<file path="src/rtl/mips_ctrl_pkg.sv">
// rtl/mips_ctrl_pkg.sv - opcode, select and state encodings for the multicycle MIPS controller
package mips_ctrl_pkg;

    localparam logic [5:0] OP_RTYPE = 6'b000000;
    localparam logic [5:0] OP_LW    = 6'b100011;
    localparam logic [5:0] OP_SW    = 6'b101011;
    localparam logic [5:0] OP_BEQ   = 6'b000100;
    localparam logic [5:0] OP_J     = 6'b000010;
    localparam logic [5:0] OP_ADDI  = 6'b001000;

    localparam logic [1:0] ALUOP_ADD   = 2'b00;
    localparam logic [1:0] ALUOP_SUB   = 2'b01;
    localparam logic [1:0] ALUOP_FUNCT = 2'b10;

    localparam logic [1:0] SRCB_REGB    = 2'b00;
    localparam logic [1:0] SRCB_FOUR    = 2'b01;
    localparam logic [1:0] SRCB_IMM     = 2'b10;
    localparam logic [1:0] SRCB_IMM_SH2 = 2'b11;

    localparam logic [1:0] PCSRC_ALU    = 2'b00;
    localparam logic [1:0] PCSRC_ALUOUT = 2'b01;
    localparam logic [1:0] PCSRC_JUMP   = 2'b10;

    typedef enum logic [3:0] {
        S_RST    = 4'd0,
        S_FETCH  = 4'd1,
        S_DECODE = 4'd2,
        S_MEMADR = 4'd3,
        S_MEMRD  = 4'd4,
        S_MEMWB  = 4'd5,
        S_MEMWR  = 4'd6,
        S_EXEC   = 4'd7,
        S_ALUWB  = 4'd8,
        S_BRANCH = 4'd9,
        S_ADDIEX = 4'd10,
        S_ADDIWB = 4'd11,
        S_JUMP   = 4'd12
    } state_t;

    typedef struct packed {
        logic       pc_write;
        logic       pc_write_cond;
        logic       iord;
        logic       mem_read;
        logic       mem_write;
        logic       ir_write;
        logic       mem_to_reg;
        logic       reg_dst;
        logic       reg_write;
        logic       alu_src_a;
        logic [1:0] alu_src_b;
        logic [1:0] alu_op;
        logic [1:0] pc_source;
        logic       instr_done;
        logic       illegal_op;
    } ctrl_word_t;

    function automatic logic op_supported(input logic [5:0] op);
        return (op == OP_RTYPE) || (op == OP_LW) || (op == OP_SW) ||
               (op == OP_BEQ) || (op == OP_J) || (op == OP_ADDI);
    endfunction

endpackage

</file>
<file path="src/rtl/multicycle_ctrl_decode.sv">
// rtl/multicycle_ctrl_decode.sv - combinational state/mem_ready to control-word decoder
module multicycle_ctrl_decode
    import mips_ctrl_pkg::*;
(
    input  logic [3:0]  i_state,
    input  logic        i_mem_ready,
    input  logic [5:0]  i_opcode,
    output ctrl_word_t  o_cw
);

    always_comb begin
        o_cw = '0;
        case (i_state)
            S_FETCH: begin
                o_cw.mem_read  = 1'b1;
                o_cw.alu_src_b = SRCB_FOUR;
                o_cw.alu_op    = ALUOP_ADD;
                o_cw.pc_source = PCSRC_ALU;
                // IR and PC+4 commit only in the cycle the read completes
                o_cw.ir_write  = i_mem_ready;
                o_cw.pc_write  = i_mem_ready;
            end
            S_DECODE: begin
                o_cw.alu_src_b  = SRCB_IMM_SH2;
                o_cw.alu_op     = ALUOP_ADD;
                o_cw.illegal_op = !op_supported(i_opcode);
                o_cw.instr_done = !op_supported(i_opcode);
            end
            S_MEMADR, S_ADDIEX: begin
                o_cw.alu_src_a = 1'b1;
                o_cw.alu_src_b = SRCB_IMM;
                o_cw.alu_op    = ALUOP_ADD;
            end
            S_MEMRD: begin
                o_cw.iord     = 1'b1;
                o_cw.mem_read = 1'b1;
            end
            S_MEMWB: begin
                o_cw.reg_write  = 1'b1;
                o_cw.mem_to_reg = 1'b1;
                o_cw.instr_done = 1'b1;
            end
            S_MEMWR: begin
                o_cw.iord       = 1'b1;
                o_cw.mem_write  = 1'b1;
                o_cw.instr_done = i_mem_ready;
            end
            S_EXEC: begin
                o_cw.alu_src_a = 1'b1;
                o_cw.alu_src_b = SRCB_REGB;
                o_cw.alu_op    = ALUOP_FUNCT;
            end
            S_ALUWB: begin
                o_cw.reg_write  = 1'b1;
                o_cw.reg_dst    = 1'b1;
                o_cw.instr_done = 1'b1;
            end
            S_BRANCH: begin
                o_cw.alu_src_a     = 1'b1;
                o_cw.alu_src_b     = SRCB_REGB;
                o_cw.alu_op        = ALUOP_SUB;
                o_cw.pc_source     = PCSRC_ALUOUT;
                o_cw.pc_write_cond = 1'b1;
                o_cw.instr_done    = 1'b1;
            end
            S_ADDIWB: begin
                o_cw.reg_write  = 1'b1;
                o_cw.instr_done = 1'b1;
            end
            S_JUMP: begin
                o_cw.pc_source  = PCSRC_JUMP;
                o_cw.pc_write   = 1'b1;
                o_cw.instr_done = 1'b1;
            end
            default: o_cw = '0;
        endcase
    end

endmodule

</file>
<file path="src/rtl/multicycle_control.sv">
// rtl/multicycle_control.sv - multicycle MIPS datapath sequencer: state register and next-state logic
module multicycle_control
    import mips_ctrl_pkg::*;
#(
    parameter int STATE_W = 4
) (
    input  logic               clk,
    input  logic               rst_n,
    input  logic [5:0]         opcode,
    input  logic               mem_ready,
    output logic               PCWrite,
    output logic               PCWriteCond,
    output logic               IorD,
    output logic               MemRead,
    output logic               MemWrite,
    output logic               IRWrite,
    output logic               MemtoReg,
    output logic               RegDst,
    output logic               RegWrite,
    output logic               ALUSrcA,
    output logic [1:0]         ALUSrcB,
    output logic [1:0]         ALUOp,
    output logic [1:0]         PCSource,
    output logic               instr_done,
    output logic               illegal_op,
    output logic [STATE_W-1:0] state
);

    state_t     r_state;
    state_t     w_next;
    ctrl_word_t w_cw;

    always_ff @(posedge clk or negedge rst_n) begin
        if (!rst_n) r_state <= S_RST;
        else        r_state <= w_next;
    end

    always_comb begin
        w_next = S_FETCH;
        case (r_state)
            S_RST:    w_next = S_FETCH;
            S_FETCH:  w_next = mem_ready ? S_DECODE : S_FETCH;
            S_DECODE: begin
                case (opcode)
                    OP_RTYPE:     w_next = S_EXEC;
                    OP_LW, OP_SW: w_next = S_MEMADR;
                    OP_BEQ:       w_next = S_BRANCH;
                    OP_J:         w_next = S_JUMP;
                    OP_ADDI:      w_next = S_ADDIEX;
                    default:      w_next = S_FETCH;
                endcase
            end
            S_MEMADR: w_next = (opcode == OP_LW) ? S_MEMRD : S_MEMWR;
            S_MEMRD:  w_next = mem_ready ? S_MEMWB : S_MEMRD;
            S_MEMWR:  w_next = mem_ready ? S_FETCH : S_MEMWR;
            S_EXEC:   w_next = S_ALUWB;
            S_ADDIEX: w_next = S_ADDIWB;
            default:  w_next = S_FETCH;
        endcase
    end

    multicycle_ctrl_decode u_decode (
        .i_state     (r_state),
        .i_mem_ready (mem_ready),
        .i_opcode    (opcode),
        .o_cw        (w_cw)
    );

    assign PCWrite     = w_cw.pc_write;
    assign PCWriteCond = w_cw.pc_write_cond;
    assign IorD        = w_cw.iord;
    assign MemRead     = w_cw.mem_read;
    assign MemWrite    = w_cw.mem_write;
    assign IRWrite     = w_cw.ir_write;
    assign MemtoReg    = w_cw.mem_to_reg;
    assign RegDst      = w_cw.reg_dst;
    assign RegWrite    = w_cw.reg_write;
    assign ALUSrcA     = w_cw.alu_src_a;
    assign ALUSrcB     = w_cw.alu_src_b;
    assign ALUOp       = w_cw.alu_op;
    assign PCSource    = w_cw.pc_source;
    assign instr_done  = w_cw.instr_done;
    assign illegal_op  = w_cw.illegal_op;
    assign state       = STATE_W'(r_state);

endmodule

</file>
<file path="config.mk">
export PLATFORM = sky130hd
export DESIGN_NAME = multicycle_control
export DESIGN_NICKNAME = d
export VERILOG_FILES = /design/src/rtl/mips_ctrl_pkg.sv /design/src/rtl/multicycle_ctrl_decode.sv /design/src/rtl/multicycle_control.sv
export SDC_FILE = /design/constraint.sdc
export NUM_CORES = 1
export LEC_CHECK = 0
export ABC_AREA = 1
export CAP_MARGIN = 5
export CORE_MARGIN = 4
export CORE_UTILIZATION = 36
export DETAILED_ROUTE_END_ITERATION = 7
export GPL_TIMING_DRIVEN = 1
export PLACE_DENSITY_LB_ADDON = 0.3
export SYNTH_ARGS = -nofsm -noshare
export SYNTH_HDL_FRONTEND = slang
export SYNTH_SLANG_ARGS = --single-unit
</file>
<file path="constraint.sdc">
create_clock -name clk -period 1.4 [get_ports clk]
set_clock_uncertainty 0.15 [all_clocks]
set_input_delay 0.28 -clock clk [delete_from_list [all_inputs] [get_ports clk]]
set_output_delay 0.28 -clock clk [all_outputs]
set_load 0.01 [all_outputs]
</file>
Yosys cells after proc, flatten, opt, wreduce, memory -nomap -nowiden:

Index checks and enable logic that the tools add are counted.

* muxes and demuxes: 20
* equality and inequality tests: 17
* reduce and logical (&&, ||, !) cells: 14

Operators by type and width (count)
* 4-bit case mux with 5 select lines: 2
* 4-bit case mux with 7 select lines: 1
* 4-bit equality test (second input constant): 5
* 4-bit by 3-bit equality test with 1-bit output (second input constant): 4
* 6-bit equality test (second input constant): 2
* 1-bit 2-to-1 mux: 11
* 4-bit by 2-bit equality test with 1-bit output (second input constant): 2
* 2-bit OR reduction: 4
* 6-bit by 2-bit equality test with 1-bit output (second input constant): 1
* 6-bit by 3-bit equality test with 1-bit output (second input constant): 1
* 6-bit by 4-bit equality test with 1-bit output (second input constant): 1
* 6-bit zero test: 1
* 1-bit logical OR: 5
* 5-bit OR reduction: 1
* 4-bit by 1-bit equality test with 1-bit output (second input constant): 1
* 2-bit 2-to-1 mux: 2
* 2-bit case mux with 2 select lines: 1
* 4-bit OR reduction: 1
* 3-bit 2-to-1 mux: 1
* 1-bit case mux with 3 select lines: 1
* 3-bit OR reduction: 1
* 1-bit case mux with 2 select lines: 1
* 1-bit zero test: 1

* register bits after elaboration: 4
* output and inout port bits: 22
* bits of input ports: 9

Longest topological paths before layout:

Gate-level depths: netlist of the first run.

* word-level depth: 8
* mapped depth: 7
* depth with buffers taken out: 7

Modules after synthesis:

From an unflattened synthesis of the first run, not the netlist that was laid out.

* cell total of the unflattened synthesis: 135
* area, all modules: 676.9 sq um

Modules (own cells, without submodules)
* multicycle_control: sequential area each 100.1 sq um, cells each 72, instances 1, area an instance 407.9 sq um
* multicycle_ctrl_decode: sequential area each 0.0 sq um, cells each 63, instances 1, area an instance 269.0 sq um

Worst setup path before layout of the first run:

No wires, ideal clock.

* path type: register to output
* start point: register r_state[0] (netlist: state[0])
* end point: output instr_done
* buffers on the path: 0
* slack: -0.070 ns
* cell stages (with the launch flop): 8
* arrival time: 1.040 ns
* cells stage by stage: dfrtp_1 -> nor2_1 -> inv_2 -> nand2_1 -> nand2_1 -> nand2_1 -> nor2_1 -> nand2_1

* cells in the longest elaborated chain, start to end: 3
* elaborated cells between the ends (all ways): 9
* classes of those cells: 7 x eq/ne; 1 x mux; 1 x reduce/logical

Ends and longest elaborated chain
* start, declared: line multicycle_control.sv:29 `state_t r_state;`
* start signal, assigned: line multicycle_control.sv:35 `else r_state <= w_next;`
* 4-bit by 3-bit equality test with 1-bit output / 4-bit equality test (equally long branches): line multicycle_ctrl_decode.sv:13 `case (i_state)`
* 5-bit OR reduction (no line)
* 1-bit case mux with 3 select lines *: line multicycle_ctrl_decode.sv:13
* end, declared: line multicycle_control.sv:24 `output logic instr_done,`

Mark *: on every way between the ends. The rest lies on a longest branch, timed or not.

Worst setup path after layout of the first run:

* start point: register r_state[1] (netlist: state[1])
* end point: output ALUSrcA

* cells in the longest elaborated chain, start to end: 3
* elaborated cells between the ends (all ways): 6
* classes of those cells: 4 x eq/ne; 1 x mux; 1 x reduce/logical

Ends and longest elaborated chain
* 4-bit by 2-bit equality test with 1-bit output (tied with other cells): line multicycle_ctrl_decode.sv:13
* 4-bit OR reduction (no line) *
* 1-bit 2-to-1 mux *: line multicycle_ctrl_decode.sv:13
* end, declared: line multicycle_control.sv:20 `output logic ALUSrcA,`

Marks and branches as above.

==> out/metrics.yaml, run 1 <==
status:
  status: "complete, but fails checks"
  violations: "setup timing"
finish:
  nets: 189
  multi_input_area_um2: 499
  layout-drive-gt1-share_pct: 64.0
  fillers: 26
  largest_reg_flops: 4
  seqCellArea_um2: 104
  final_cells: 193
  most-common-layout-cells: "buf_4 (30), nand2_1 (18), inv_1 (13), buf_6 (13), buf_2 (12)"
  layout_commonest_cell: "buf_4"
  num_antenna_cells: 0
  area_growth_pct: 145
timing:
  hold_slack_ps: 95.7
  setup_viol: 23
  final_max_slew_viol_count: 0
  fin_crit_sh_pct: 143
  hold_viol: 0
  worst_pin_slew_ps: 288
  timing.slew.headroom_pct: 80.8
  min_period_ps: 2010
  rsz0062_at_grt: "yes"
  final.setup.tns_ps: -7870
  fmax_ghz: 0.498
  setup_slack_ps: -608
place:
  io_buffers: 30
  placed_cells: 174
  pre_cts_slack_ps: -821
  post-dp-hpwl_um: 1580
  gp_congestion: 0.902
floorplan:
  io_pins: 31
  die_w_um: 46.3
  die_h_um: 46.3
  start_util_pct: 39.6
  core_area_um2: 1330
  num_rows: 13
  dieArea_um2: 2140
routing:
  dr.pass1.iters: 7
  wl_per_cell_um: 20.7
  vias: 1148
  drt-initial-drc-count: 94
  drc: 0
  postRouteAntennaNets: 0
  route.final.wire_length_um: 3990
  drt-vias-per-instance: 5.95
synthesis:
  syn-cell-area_um2: 528
  synth_fa_ha_area_share_pct: 0
  synth-seq-cells: 4
  synth-xor-area-share_pct: 0
  syn-instance-count: 108
  syn-num-nets: 117
  synth_top_family_by_area: "simple AND/OR/NAND/NOR gates"
  yosysSeqAreaShare_pct: 19.0
  yosysWarnings: 0
  syn_avg_cell_area_um2: 4.89
  synth_cell_types: 10
  synthSimpleGateAreaFrac_pct: 58.1
  synth-compound-area-share_pct: 3.79
  synth.area.mux_share_pct: 0
power_and_ir_drop:
  power_density_nw_per_um2: 1710
  ir_worst_vdd_mv: 1.29
  p_leak_nw: 0.796
  swShare_pct: 54.0
  seq_power_share_pct: 13.8
  combPwrFrac_pct: 79.2
  p_int_mw: 1.02
  switching_power_mw: 1.20
  power_frac_clock_pct: 7.0
setup_path:
  r2r_cells: 9
  arrival_ps: 1580
  cp-end-kind: "output port"
  path_depth: 8
  path_buf_inv: 4
  cp_max_fo: 6
  worstPathRequired_ps: 970
  max_stage_delay_ps: 500
  worstSetupPathType: "reg -> out"
  setup.worst_path.start_class: "flip-flop"
  worstPathCellList: "inv_4 -> nand2_4 -> inv_4 -> nand2_4 -> inv_2 -> nor2_1 -> nand2_1 -> buf_2"
  crit_slowest_cell: "dfrtp_2"
  critPathTopFamily: "flip-flops"
grt:
  antenna_found_initial: 0
  grt_start_max_net_pins: 9
  grt_pass1_wl_um: 4090
  grt_util_met1_pct: 29.0
  grt_use_met3_pct: 2.73
  track_usage_pct: 26.7
  met2_usage_pct: 52.7
  grt-busiest-layer: "met2"
  gr-total-overflow: 0
  grt_pass1_vias: 926
clock_network:
  insertion_delay_ps: 240
  cts_tree: "done"
  cts_buffer_depth: 2
  cts.sinks: 4
  cts_hold_buf: 0
  h-tree-depth: 1
  clockRootBuffer: "clkbuf_4"
  cts_inserted_buffers: 3
  clkTransAtPathRegs_ps: 40
min_path:
  min_path_type: "in -> async"
flow_run:
  maxCapViolations: 0
[logic make-up after synthesis]
kind of cell,Yosys count
AND/OR/NAND/NOR,73
buffers and inverters,27
flip-flops,4
AO/OA/AOI/OAI,4
[repair_timing]
item / CTS / global route
resized for setup: 129 / 31
setup endpoints to repair: 23 / 24
setup buffers: 10 / 7
pin swaps: 19 / 9
[per-stage QoR]
stage               instance area (µm²)  util, %  total power, mW
floorplan                           541        -            0.773
global placement                   1020     76.3             1.41
detailed placement                 1020     76.3             1.43
CTS                                1160     86.7             1.72
global route                       1290     96.9             2.32
finish                             1290     96.9             2.21
[worst register-to-register path: stages (launching register included)]
cell and delay (ps):
dfrtp_2 530, inv_2 80, nand2_4 100, nor2_4 60, inv_2 80, buf_6 100
buf_4 90, nand2_2 50, nor2_1 130, nand3_1 100
[final timing paths]
check                              startpoint                 end  slack [ps]
max in group asynchronous               rst_n  state[1]$_DFF_PN0_         810
setup / recovery           state[1]$_DFF_PN0_             ALUSrcA        -610
hold reg to reg            state[1]$_DFF_PN0_  state[0]$_DFF_PN0_         730
setup reg to reg           state[0]$_DFF_PN0_  state[1]$_DFF_PN0_        -200
min in group clk                    opcode[2]  state[2]$_DFF_PN0_         440
hold / removal                          rst_n  state[0]$_DFF_PN0_         100
[cell usage after synthesis]
library cell | number | area (µm²)
dfrtp_1 | 4 | 100
inv_1 | 25 | 93.8
inv_2 | 2 | 7.51
nand2_1 | 31 | 116
nand2_2 | 2 | 12.5
nand3_1 | 15 | 75.1
nor2_1 | 21 | 78.8
nor2_2 | 3 | 18.8
nor3_1 | 1 | 5.00
o21ai_0 | 4 | 20.0
[per-layer routing]
layer  vias up  wire, µm
met5         -         0
met4         0       212
met3        34       514
met2       126      1880
met1       524      1380
li1        464         -
[power groups by stage]
| stage | Clock [mW] | Combinational [mW] | Sequential [mW] |
|---|---|---|---|
| floorplan | 0 | 0.529 | 0.244 |
| global placement | 0 | 1.18 | 0.233 |
| detailed placement | 0 | 1.20 | 0.234 |
| CTS | 0.147 | 1.31 | 0.268 |
| global route | 0.172 | 1.83 | 0.312 |
| finish | 0.154 | 1.75 | 0.306 |
[area by class of cell]
cell class                 count  area share (%)
multi-input combinational     77            38.6
timing repair buffer          67            41.5
tap                           15            1.45
clock buffer                   3            1.74
sequential                     4            8.03
inverter                      27            8.62
Note: power is estimated with default switching activity, not from simulation.
==> inputs of run 2 (changes only) <==
--- a/config.mk
+++ b/config.mk
@@ -7,10 +7,12 @@
 export LEC_CHECK = 0
 export ABC_AREA = 1
 export CAP_MARGIN = 5
-export CORE_MARGIN = 4
-export CORE_UTILIZATION = 36
+export CORE_AREA = 4 4 41 43
 export DETAILED_ROUTE_END_ITERATION = 7
+export DIE_AREA = 0 0 45 47
+export DONT_BUFFER_PORTS = 1
 export GPL_TIMING_DRIVEN = 1
+export HOLD_SLACK_MARGIN = 0.12
 export PLACE_DENSITY_LB_ADDON = 0.3
 export SYNTH_ARGS = -nofsm -noshare
 export SYNTH_HDL_FRONTEND = slang
==> out/metrics.yaml, run 2 (synthesized netlist as in run 1, its figures left out) <==
status:
  status: "complete, but fails checks"
  violations: "setup timing"
setup_path:
  r2r_cells: 7
  max_stage_delay_ps: 470
  crit-reg2reg-launch: "state[0]$_DFF_PN0_"
  crit_start: "state[1]$_DFF_PN0_"
  r2r_slack_ps: -40
  path_buf_inv: 1
  critPathCapture: "instr_done"
  setup.worst_path.start_class: "flip-flop"
  cp-end-kind: "output port"
  path_depth: 7
  worstSetupPathType: "reg -> out"
  crit_slowest_cell: "dfrtp_2"
  critPathTopFamily: "simple AND/OR/NAND/NOR gates"
  r2r-end: "state[1]$_DFF_PN0_"
  arrival_ps: 1270
  cp_max_fo: 5
  worstPathRequired_ps: 970
  worstPathCellList: "nor2_4 -> inv_2 -> nand2_1 -> nand2_1 -> nand2_2 -> nor2_2 -> nand2_2"
clock_network:
  clkTransAtPathRegs_ps: 40
  cts_tree: "done"
  cts_buffer_depth: 2
  h-tree-depth: 1
  clockRootBuffer: "clkbuf_4"
  insertion_delay_ps: 230
  cts_inserted_buffers: 3
  cts.sinks: 4
power_and_ir_drop:
  power_density_nw_per_um2: 1780
  ir_worst_vdd_mv: 0.796
  total_power_mw: 1.73
  p_leak_nw: 0.576
timing:
  hold_slack_ps: 110
  setup_slack_ps: -303
  hold_viol: 0
  final_max_slew_viol_count: 0
  setup_viol: 23
  fmax_ghz: 0.587
  timing.slew.headroom_pct: 84.6
  worst_pin_slew_ps: 230
  fin_crit_sh_pct: 122
  final.setup.tns_ps: -4140
  min_period_ps: 1700
  rsz0062_at_grt: "yes"
finish:
  largest_reg_flops: 4
  area_growth_pct: 83.9
  final_cells: 157
  fillers: 96
  nets: 153
  num_antenna_cells: 0
  fin_area_um2: 971
  layout_commonest_cell: "buf_4"
  layout-drive-gt1-share_pct: 56.3
  final_util_pct: 74.6
  most-common-layout-cells: "buf_4 (23), nand2_1 (20), nor2_1 (13), nand3_1 (13), inv_2 (11)"
routing:
  drc: 0
  vias: 784
  dr.pass1.iters: 4
  wl_per_cell_um: 12.7
  postRouteAntennaNets: 0
  drt-initial-drc-count: 16
  route.final.wire_length_um: 2000
  drt-vias-per-instance: 4.99
floorplan:
  die_h_um: 47
  io_pins: 31
  start_util_pct: 40.6
  core_area_um2: 1300
  num_rows: 13
  dieArea_um2: 2120
  die_w_um: 45
grt:
  grt_pass1_vias: 695
  antenna_found_initial: 0
  gr-total-overflow: 0
  grt_pass1_wl_um: 2650
  grt_start_max_net_pins: 7
  track_usage_pct: 16.7
place:
  placed_cells: 143
  gp_congestion: 0.877
  pre_cts_slack_ps: -48.8
  post-dp-hpwl_um: 1270
  placed_area_um2: 709
  io_buffers: 0
min_path:
  min_path_type: "in -> reg"
flow_run:
  maxCapViolations: 0
-- run 2: layout make-up --
class,count,area (µm²),area share (%)
tap,15,18.8,1.93
timing repair buffer,31,260,26.8
inverter,27,116,12.0
clock buffer,3,22.5,2.32
multi-input combinational,77,448,46.1
sequential,4,105,10.8
-- run 2: timing repair --
| action | CTS | global route |
|---|---|---|
| pin swaps | 6 | 6 |
| setup endpoints to repair | 18 | 24 |
| gates resized for setup | 26 | 32 |
| gates cloned | 0 | 0 |
| buffers inserted | 7 | 2 |
| hold buffers | 2 | 0 |
| endpoints found under the hold margin | 5 | 0 |
-- run 2: worst min-delay path by stage --
stage,start,to,slack [ps],cells after the start
final,opcode[2],state[2]$_DFF_PN0_,110,3
after global routing,opcode[2],state[2]$_DFF_PN0_,140,3
after CTS,opcode[2],state[2]$_DFF_PN0_,120,3
after detailed placement,rst_n,state[1]$_DFF_PN0_,-170,0
after global placement,rst_n,state[1]$_DFF_PN0_,-170,0
after floorplan,rst_n,state[0]$_DFF_PN0_,-170,0
-- run 2: where the power goes --
part           leakage (nW)  switching (mW)  internal (mW)  total [mW]
combinational         0.516           0.739          0.568        1.31
clock                0.0138          0.0434         0.0957       0.139
sequential           0.0458           0.112          0.168       0.280
total                 0.576           0.894          0.831        1.73
-- run 2: layer usage --
metal  share of wire, %  global-route usage [%]  wire length (µm)
met1                 37                    18.6               745
met5                  0                       0                 0
met3                6.8                    1.92               136
met2                 55                    31.6              1110
met4               0.50                    7.60                10
-- run 2: tightest hold or removal path: stages --
cell and delay (ps):
o21ai_0 60, nand2_1 50, nand2_1 50
